`src/rtl/rr_arbiter4_pkg.sv`:
```
// Shared types and constants for the four-way round-robin arbiter.
package rr_arb_pkg;
  localparam int DATA_W = 16;
  localparam int N_REQ  = 4;
  localparam int PTR_W  = 2;
  // Pointer resets to the last index so requester 0 is scanned first.
  localparam logic [PTR_W-1:0] PTR_RST = 2'd3;

  typedef enum logic {
    ST_EMPTY = 1'b0,
    ST_FULL  = 1'b1
  } state_t;
endpackage

```
`src/rtl/rr_arbiter4_if.sv`:
```
// Requester/sink bundle for rr_arbiter4; slave is the arbiter side, master the environment.
interface rr_arbiter4_if #(parameter int DATA_W = rr_arb_pkg::DATA_W);
  logic [3:0]        req;
  logic [DATA_W-1:0] a, b, c, d;
  logic [3:0]        lock;
  logic [3:0]        ack;
  logic [DATA_W-1:0] out_data;
  logic              out_valid;
  logic              out_ready;
  logic [1:0]        sel;

  modport slave (
    input  req, a, b, c, d, lock, out_ready,
    output ack, out_data, out_valid, sel
  );

  modport master (
    output req, a, b, c, d, lock, out_ready,
    input  ack, out_data, out_valid, sel
  );
endinterface

```
`src/rtl/rr_arbiter4_pick.sv`:
```
// Combinational rotating-priority picker: first requester after ptr, wrapping back to ptr itself.
module rr_pick4
  import rr_arb_pkg::*;
(
  input  logic [N_REQ-1:0] req,
  input  logic [PTR_W-1:0] ptr,
  output logic [PTR_W-1:0] gnt_idx,
  output logic             gnt_vld
);
  logic [PTR_W-1:0] idx;

  // Walk from the farthest candidate to the nearest so the nearest one wins.
  always_comb begin
    gnt_idx = ptr;
    gnt_vld = 1'b0;
    idx     = '0;
    for (int k = N_REQ; k >= 1; k--) begin
      idx = PTR_W'(ptr + PTR_W'(k));
      if (req[idx]) begin
        gnt_idx = idx;
        gnt_vld = 1'b1;
      end
    end
  end
endmodule

```
`src/rtl/rr_arbiter4.sv`:
```
// Four-way round-robin arbiter with a one-entry output register and valid/ready sink.
// Define RR_ARB_LOCK_EN to let a winner holding lock keep the grant on its next beat.
module rr_arbiter4
  import rr_arb_pkg::*;
(
  input  logic         clk,
  input  logic         rst,
  rr_arbiter4_if.slave bus
);
  state_t                       state;
  logic [PTR_W-1:0]             ptr, sel_q, pick_idx, win_idx;
  logic                         pick_vld, load;
  logic [DATA_W-1:0]            data_q;
  logic [N_REQ-1:0][DATA_W-1:0] din;

  assign din = {bus.d, bus.c, bus.b, bus.a};

  rr_pick4 u_pick (
    .req     (bus.req),
    .ptr     (ptr),
    .gnt_idx (pick_idx),
    .gnt_vld (pick_vld)
  );

`ifdef RR_ARB_LOCK_EN
  logic             lock_vld, lock_hit;
  logic [PTR_W-1:0] lock_idx;

  assign lock_hit = lock_vld && bus.req[lock_idx];
  assign win_idx  = lock_hit ? lock_idx : pick_idx;

  // Lock is re-armed by each load and dropped as soon as its owner stops requesting.
  always_ff @(posedge clk) begin
    if (rst) begin
      lock_vld <= 1'b0;
      lock_idx <= '0;
    end else if (load) begin
      lock_vld <= bus.lock[win_idx];
      lock_idx <= win_idx;
    end else if (!lock_hit) begin
      lock_vld <= 1'b0;
    end
  end
`else
  logic unused_lock;
  assign unused_lock = ^bus.lock;
  assign win_idx     = pick_idx;
`endif

  // Reset suppresses the grant so nothing is acknowledged on a discarded cycle.
  assign load = pick_vld && !rst && (state == ST_EMPTY || bus.out_ready);

  assign bus.ack       = load ? (N_REQ'(1) << win_idx) : '0;
  assign bus.out_data  = data_q;
  assign bus.sel       = sel_q;
  assign bus.out_valid = (state == ST_FULL);

  always_ff @(posedge clk) begin
    if (rst) begin
      state  <= ST_EMPTY;
      data_q <= '0;
      sel_q  <= '0;
      ptr    <= PTR_RST;
    end else begin
      case (state)
        ST_EMPTY: begin
          if (load) begin
            data_q <= din[win_idx];
            sel_q  <= win_idx;
            ptr    <= win_idx;
            state  <= ST_FULL;
          end
        end
        ST_FULL: begin
          if (load) begin
            data_q <= din[win_idx];
            sel_q  <= win_idx;
            ptr    <= win_idx;
          end else if (bus.out_ready) begin
            state <= ST_EMPTY;
          end
        end
        default: state <= ST_EMPTY;
      endcase
    end
  end
endmodule

```
`src/flat_wrapper.sv`:
```
// flat-port wrapper written by rule: the top's interface ports become plain ports
module rr_arbiter4_flat import rr_arb_pkg::*;
  (clk, rst, bus_req, bus_a, bus_b, bus_c, bus_d, bus_lock, bus_out_ready, bus_ack, bus_out_data, bus_out_valid, bus_sel);
  rr_arbiter4_if #(.DATA_W(16)) bus_i ();
  input  logic clk;
  input  logic rst;
  input wire logic [$bits(bus_i.req)-1:0] bus_req;
  input wire logic [$bits(bus_i.a)-1:0] bus_a;
  input wire logic [$bits(bus_i.b)-1:0] bus_b;
  input wire logic [$bits(bus_i.c)-1:0] bus_c;
  input wire logic [$bits(bus_i.d)-1:0] bus_d;
  input wire logic [$bits(bus_i.lock)-1:0] bus_lock;
  input wire logic [$bits(bus_i.out_ready)-1:0] bus_out_ready;
  output wire logic [$bits(bus_i.ack)-1:0] bus_ack;
  output wire logic [$bits(bus_i.out_data)-1:0] bus_out_data;
  output wire logic [$bits(bus_i.out_valid)-1:0] bus_out_valid;
  output wire logic [$bits(bus_i.sel)-1:0] bus_sel;
  assign bus_i.req = bus_req;
  assign bus_i.a = bus_a;
  assign bus_i.b = bus_b;
  assign bus_i.c = bus_c;
  assign bus_i.d = bus_d;
  assign bus_i.lock = bus_lock;
  assign bus_i.out_ready = bus_out_ready;
  assign bus_ack = bus_i.ack;
  assign bus_out_data = bus_i.out_data;
  assign bus_out_valid = bus_i.out_valid;
  assign bus_sel = bus_i.sel;
  rr_arbiter4 u_core (.clk(clk), .rst(rst), .bus(bus_i));
endmodule
```
`config.mk`:
```
export PLATFORM = sky130hd
export DESIGN_NAME = rr_arbiter4_flat
export DESIGN_NICKNAME = d
export VERILOG_FILES = /design/src/rtl/rr_arbiter4_pkg.sv /design/src/rtl/rr_arbiter4_if.sv /design/src/rtl/rr_arbiter4_pick.sv /design/src/rtl/rr_arbiter4.sv /design/src/flat_wrapper.sv
export SDC_FILE = /design/constraint.sdc
export NUM_CORES = 1
export LEC_CHECK = 0
export CORE_MARGIN = 1
export CORE_UTILIZATION = 62
export DETAILED_ROUTE_END_ITERATION = 12
export DONT_BUFFER_PORTS = 1
export PLACE_DENSITY = 0.78
export SLEW_MARGIN = 0
export SYNTH_ARGS = -nofsm -noshare
export SYNTH_HDL_FRONTEND = slang
export SYNTH_SLANG_ARGS = --single-unit
```
`constraint.sdc`:
```
create_clock -name clk -period 2.3 [get_ports clk]
set_input_delay 0.46 -clock clk [delete_from_list [all_inputs] [get_ports clk]]
set_output_delay 0.46 -clock clk [all_outputs]
set_load 0.03 [all_outputs]
```
==> results of run 1 <==
==> synthesized netlist by cell type (2+ instances only) <==
cell type | n | share of area (%)
a21o_1 | 4 | 2.0
a21oi_1 | 3 | 1.0
a21oi_2 | 2 | 1.2
buf_2 | 6 | 2.0
buf_4 | 4 | 2.0
buf_6 | 3 | 2.3
dfxtp_1 | 21 | 28
mux2_1 | 12 | 9.1
mux2_2 | 3 | 2.3
mux2i_1 | 16 | 11
nand2_1 | 18 | 4.5
nand2b_1 | 7 | 2.9
nand3_1 | 31 | 10
nand3b_1 | 5 | 2.5
nor2_1 | 9 | 2.3
nor3_1 | 2 | 0.67
o211ai_1 | 12 | 6.1
o211ai_2 | 4 | 3.4
==> layout make-up <==
type,instances,area share [%]
Tap cell,28,2.25
Multi-Input combinational cell,137,62.4
Sequential cell,21,26.9
Clock buffer,4,1.68
Timing Repair Buffer,14,6.74
==> registers in the layout, indices dropped and copies added (netlist names) <==
signal / count
u_core.ptr: 2
u_core.bus.sel: 2
u_core.bus.out_valid: 1
u_core.bus.out_data: 16
==> cell families after synthesis <==
logic type             after synthesis  synth area share, %
AO/OA/AOI/OAI                       28                 15.5
buffers and inverters               14                 6.57
flip-flops                          21                 28.3
multiplexers                        31                 22.2
AND/OR/NAND/NOR                     78                 27.5
==> per-stage QoR <==
step	instances	hold WS (ns)	power [uW]	area, um^2
4_1_cts	204	0.209	1080	1560
3_3_place_gp	200	0.531	889	1530
2_1_floorplan	172	0.537	852	1490
3_5_place_dp	200	0.538	905	1530
6_report	204	0.212	1080	1560
5_1_grt	204	0.195	1130	1560
==> per-layer routing <==
metal  wire, um  vias to the layer above  global-route usage (%)
met2       1730                       71                    47.4
met1       1350                      604                    29.2
li1           -                      638                       -
met3        302                        4                    6.55
met4         31                        0                    10.6
met5          0                        -                       0
==> power breakdown <==
part / switching, uW / total (uW) / internal, uW / leakage [uW]
sequential: 146 / 568 / 422 / 0.000174
combinational: 182 / 330 / 148 / 0.000389
clock: 113 / 180 / 67.6 / 0.0000150
total: 441 / 1080 / 637 / 0.000578
==> critical path: cells and delay by family, from the launching register on <==
| kind | cells | cell delay (ns) |
|---|---|---|
| buffers and inverters | 1 | 0.17 |
| DFF | 1 | 0.49 |
| AOI/OAI and AO/OA | 1 | 0.28 |
| and+or+nand+nor | 3 | 0.43 |
==> worst paths after layout <==
path	depth (start not counted)	start	slack, ns	end
max reg2reg	6	u_core.ptr[1]	0.43	u_core.bus.out_data[5]
min reg2reg	2	u_core.ptr[0]	0.60	u_core.ptr[0]
min	1	rst	0.21	u_core.bus.out_valid
max	5	u_core.ptr[1]	0.17	bus_ack[1]
==> flow_summary_export.csv, run 1 <==
group,metric,value,unit
outcome,status,"completed",
worst_setup_path,slowest_delay,0.49,ns
synthesis,ys_async_sr_fraction,0,%
worst_setup_path,crit_fanout,10,
floorplan,die_h,50.9,um
synthesis,synth_area,1490,um^2
routing,viasPerCell,6.46,
worst_setup_path,slowest_stage,"dfxtp_1",
flow_run,cap_viol_max_count,0,
synthesis,synthesis.nets,247,
layout,final_nets,252,
synthesis,syn_area_per_cell,8.63,um^2
synthesis,syn_inst,172,
grt,grt_pass1_wl,5200,um
layout,antennaDiodeCount,0,
grt,grt_pass1_vias,1242,
layout,multiInputGateArea,973,um^2
layout,final_common_cell,"nand3_1",
synthesis,yosysWarnings,0,
grt,grtUsageTotal,26.3,%
floorplan,ios,98,
floorplan,fp-row-count,17,
worst_setup_path,required,1.84,ns
worst_setup_path,end_kind,"output port",
power_and_ir_drop,leakagePower,0.000578,uW
synthesis,synth-edff-count,0,
grt,grt_overflow,0,
clock_network,ctsResizeCount,0,
routing,wire_per_inst,16.7,um
clock_network,cts_setup_buffers,0,
timing,setup-tns-final,0,ns
clock_network,clockBufferDepth,2,
layout,fillers,178,
worst_setup_path,critical_path_class,"flop to output port",
placement,pre_cts_ws,0.324,ns
power_and_ir_drop,ir_worst_vdd,0.508,mV
floorplan,die_area,2600,um^2
layout,regArea,420,um^2
timing,finalCritPeriodShare,92.7,%
clock_network,htree_levels,1,
power_and_ir_drop,p_per_area,691,nW/um^2
timing,rsz0062_at_grt,"false",
synthesis,synth_seq_cells,21,
routing,postRouteAntennaNets,0,
timing,report.final.slew_viol_count,0,
clock_network,hold_buffers,0,
layout,syn2layout_area_growth,5.06,%
routing,routed_wl,3410,um
clock_network,tritoncts,"done",
worst_setup_path,crit_chain,"nand3b_1 > a31oi_2 > nand2b_1 > nor2_1 > buf_4",
timing,final.setup_skew,0.00218,ns
timing,worst_slack,0.169,ns
floorplan,fp.dieW,50.9,um
floorplan,start_util,66.5,%
routing,drtIter0Drc,15,
clock_network,path_clk_slew,0.12,ns
clock_network,numCtsBuffers,3,
placement,placement.io_buffers,0,
placement,finalWeightedCongestion,0.800,
grt,grt_max_degree,21,
synthesis,ys_types,28,
grt,antenna_found_initial,0,
floorplan,core_area,2230,um^2
layout,layout_common_cells,"nand3_1, dfxtp_1, nand2_1",
min_path,hp-class,"input pin to flop",
timing,hold_viol_final,0,
clock_network,root_buffer,"clkbuf_4",
routing,drcViolationCount,0,
layout,fin_util,69.9,%
worst_setup_path,cp_data_arrival_time,1.67,ns
timing,setup_violations,0,
worst_setup_path,start_kind,"flop",
layout,drive_gt1_share,17.0,%
routing,dr.pass1.iters,4,
placement,dp_hpwl,2670,um
timing,slew_headroom,61.7,%
synthesis,ys_seq_area_share,28.3,%
timing,fmax,469,MHz
clock_network,clock_sinks,21,
timing,worst_pin_slew,0.570,ns
clock_network,clock_latency,0.30,ns
routing,vias,1317,
timing,timing.final.crit_period,2.13,ns
synthesis,ys.flop_type,"dfxtp_1",
(Power assumes the default switching activity.)
==> inputs of run 2 (changes only) <==
--- a/config.mk
+++ b/config.mk
@@ -5,11 +5,13 @@
 export SDC_FILE = /design/constraint.sdc
 export NUM_CORES = 1
 export LEC_CHECK = 0
+export ABC_AREA = 1
 export CORE_MARGIN = 1
-export CORE_UTILIZATION = 62
+export CORE_UTILIZATION = 63
 export DETAILED_ROUTE_END_ITERATION = 12
 export DONT_BUFFER_PORTS = 1
-export PLACE_DENSITY = 0.78
+export PLACE_DENSITY = 0.79
+export SKIP_LAST_GASP = 1
 export SLEW_MARGIN = 0
 export SYNTH_ARGS = -nofsm -noshare
 export SYNTH_HDL_FRONTEND = slang
==> flow_summary_export.csv, run 2 <==
group,metric,value,unit
placement,placement.io_buffers,0,
layout,final_common_cell,"nand3_1",
worst_setup_path,cpLargestDelayFamily,"simple AND/OR/NAND/NOR gates",
layout,largest_reg_flops,16,
outcome,status,"complete, but fails checks",
worst_setup_path,cp_data_arrival_time,1.91,ns
synthesis,syn_inst,274,
synthesis,synth_xor_area_share,0,%
synthesis,synth_area,1620,um^2
grt,grt_pass1_wl,6200,um
clock_network,clockBufferDepth,2,
layout,fin_util,81.1,%
layout,regArea,425,um^2
outcome,violations,"setup timing",
synthesis,synth_area_leader_cell,"nand3_1",
timing,timing.final.crit_period,2.37,ns
floorplan,fp.dieW,52.8,um
clock_network,clock_latency,0.33,ns
power_and_ir_drop,ir_worst_vdd,1.25,mV
placement,dp.cells,307,
flow_run,cap_viol_max_count,0,
layout,layout_common_cells,"nand3_1, nand2_1, buf_4",
worst_setup_path,reg2reg_slack,0.33,ns
clock_network,hold_buffers,0,
grt,grt_pass1_vias,1494,
routing,drtIter0Drc,65,
synthesis,syn_area_per_cell,5.93,um^2
timing,report.final.slew_viol_count,0,
timing,setup_violations,3,
grt,grt_overflow,0,
clock_network,root_buffer,"clkbuf_4",
layout,antennaDiodeCount,0,
layout,syn2layout_area_growth,22.7,%
clock_network,htree_levels,1,
worst_setup_path,end_kind,"output port",
synthesis,ys_async_sr_fraction,0,%
clock_network,clock_sinks,21,
layout,drive_gt1_share,27.4,%
synthesis,yosys-top-cells-area,"nand3_1, dfxtp_1, nand2_1",
timing,worst_pin_slew,0.376,ns
routing,vias,1948,
synthesis,synth_top_area_share,27.4,%
timing,final.setup_skew,0.0148,ns
synthesis,synth-adder-area-share,0,%
synthesis,ys.flop_type,"dfxtp_1",
min_path,hp-class,"input pin to flop",
power_and_ir_drop,leakagePower,0.00103,uW
synthesis,ys_seq_area_share,25.9,%
routing,viasPerCell,6.05,
grt,grtUsageTotal,29.9,%
floorplan,fp-row-count,18,
synthesis,synthesis.nets,349,
timing,worst_slack,-0.0738,ns
floorplan,die_area,2780,um^2
synthesis,synth_top_family_by_area,"simple AND/OR/NAND/NOR gates",
grt,grt_max_degree,18,
synthesis,synth_seq_cells,21,
synthesis,synth_mux_area_share,0,%
timing,hold_viol_final,0,
worst_setup_path,slowest_stage,"dfxtp_4",
synthesis,synth-compound-area-share,3.08,%
routing,routed_wl,4890,um
worst_setup_path,critical_path_class,"flop to output port",
synthesis,ys_types,21,
power_and_ir_drop,p_per_area,1910,nW/um^2
synthesis,synth-edff-count,0,
timing,slew_headroom,74.9,%
floorplan,core_area,2450,um^2
worst_setup_path,required,1.84,ns
worst_setup_path,crit_fanout,5,
grt,antenna_found_initial,0,
synthesis,yosysWarnings,0,
worst_setup_path,worst-path-buf-inv,4,
worst_setup_path,start_kind,"flop",
routing,wire_per_inst,15.2,um
clock_network,tritoncts,"done",
layout,fillers,177,
floorplan,ios,98,
timing,fmax,421,MHz
synthesis,synthSimpleGateAreaFrac,57.9,%
clock_network,path_clk_slew,0.12,ns
routing,postRouteAntennaNets,0,
placement,dp_hpwl,3040,um
layout,final_nets,368,
routing,drcViolationCount,0,
clock_network,numCtsBuffers,3,
placement,finalWeightedCongestion,0.875,
layout,fin_cells,322,
synthesis,synth_commonest_cells,"nand2_1, nand3_1, inv_1, dfxtp_1, buf_2",
timing,rsz0062_at_grt,"true",
timing,finalCritPeriodShare,103,%
layout,multiInputGateArea,1130,um^2
worst_setup_path,slowest_delay,0.40,ns
worst_setup_path,crit_chain,"buf_8 > nand2_4 > nand2_2 > nand2_2 > nor2_4 > nor3_4 > inv_2 > nor2_4 > inv_2 > nor2_1 > buf_4",
synthesis,yosysMostFrequentCell,"nand2_1",
floorplan,die_h,52.8,um
routing,dr.pass1.iters,4,
floorplan,start_util,66.2,%
[run 2: final timing paths]
kind / from / to / cells past startpoint
max: u_core.ptr[0] / bus_ack[0] / 11
min: rst / u_core.bus.sel[1] / 1
max reg2reg: u_core.ptr[0] / u_core.ptr[0] / 11
min reg2reg: u_core.ptr[0] / u_core.ptr[0] / 2
[run 2: metal layers]
metal  up-vias  wire length (um)  part of all wire [%]  track usage, %
li1        923                 -                     -               -
met1       878              1900                    39            37.5
met2       122              2360                    48            51.9
met3        25               474                   9.7            4.93
met4         0               158                   3.2            8.33
met5         -                 0                     0               0
[run 2: power by group]
| group | internal (uW) | switching (uW) |
|---|---|---|
| Clock | 65.2 | 132 |
| Combinational | 1050 | 1650 |
| Sequential | 525 | 381 |
| Total | 1640 | 2160 |
[run 2: area by class of cell]
| type | instances | share of cell area, % |
|---|---|---|
| multi-input combinational | 210 | 56.8 |
| sequential | 21 | 21.4 |
| timing repair buffer | 31 | 13.4 |
| inverter | 26 | 5.15 |
| tap | 30 | 1.88 |
| clock buffer | 3 | 1.13 |
| clock inverter | 1 | 0.251 |
[run 2: logic make-up (layout without fill, tap and decap cells)]
| family | Yosys count | count (layout) |
|---|---|---|
| compound gates | 8 | 8 |
| buf+inv | 43 | 61 |
| flops | 21 | 21 |
| simple gates | 202 | 202 |
[run 2: per-stage QoR]
step           TNS (ns)  total power (uW)  worst slack, ns  hold WS [ns]  area, um^2
3_3_place_gp          0              3030            0.162         0.530        1700
2_1_floorplan         0              2690           0.0745         0.529        1620
5_1_grt          -0.398              4090           -0.140         0.194        1990
3_5_place_dp          0              3080            0.164         0.534        1700
4_1_cts         -0.0656              3340          -0.0245         0.188        1780
6_report         -0.106              3800          -0.0738         0.193        1990
[run 2: what timing repair did]
item / in CTS / in global routing
gates resized for setup: 6 / 49
buffers inserted: 5 / 5
pin swaps: 3 / 19
endpoints found under the hold margin: 0 / 0
endpoints found under the setup margin: 4 / 4
gates cloned: 0 / 1
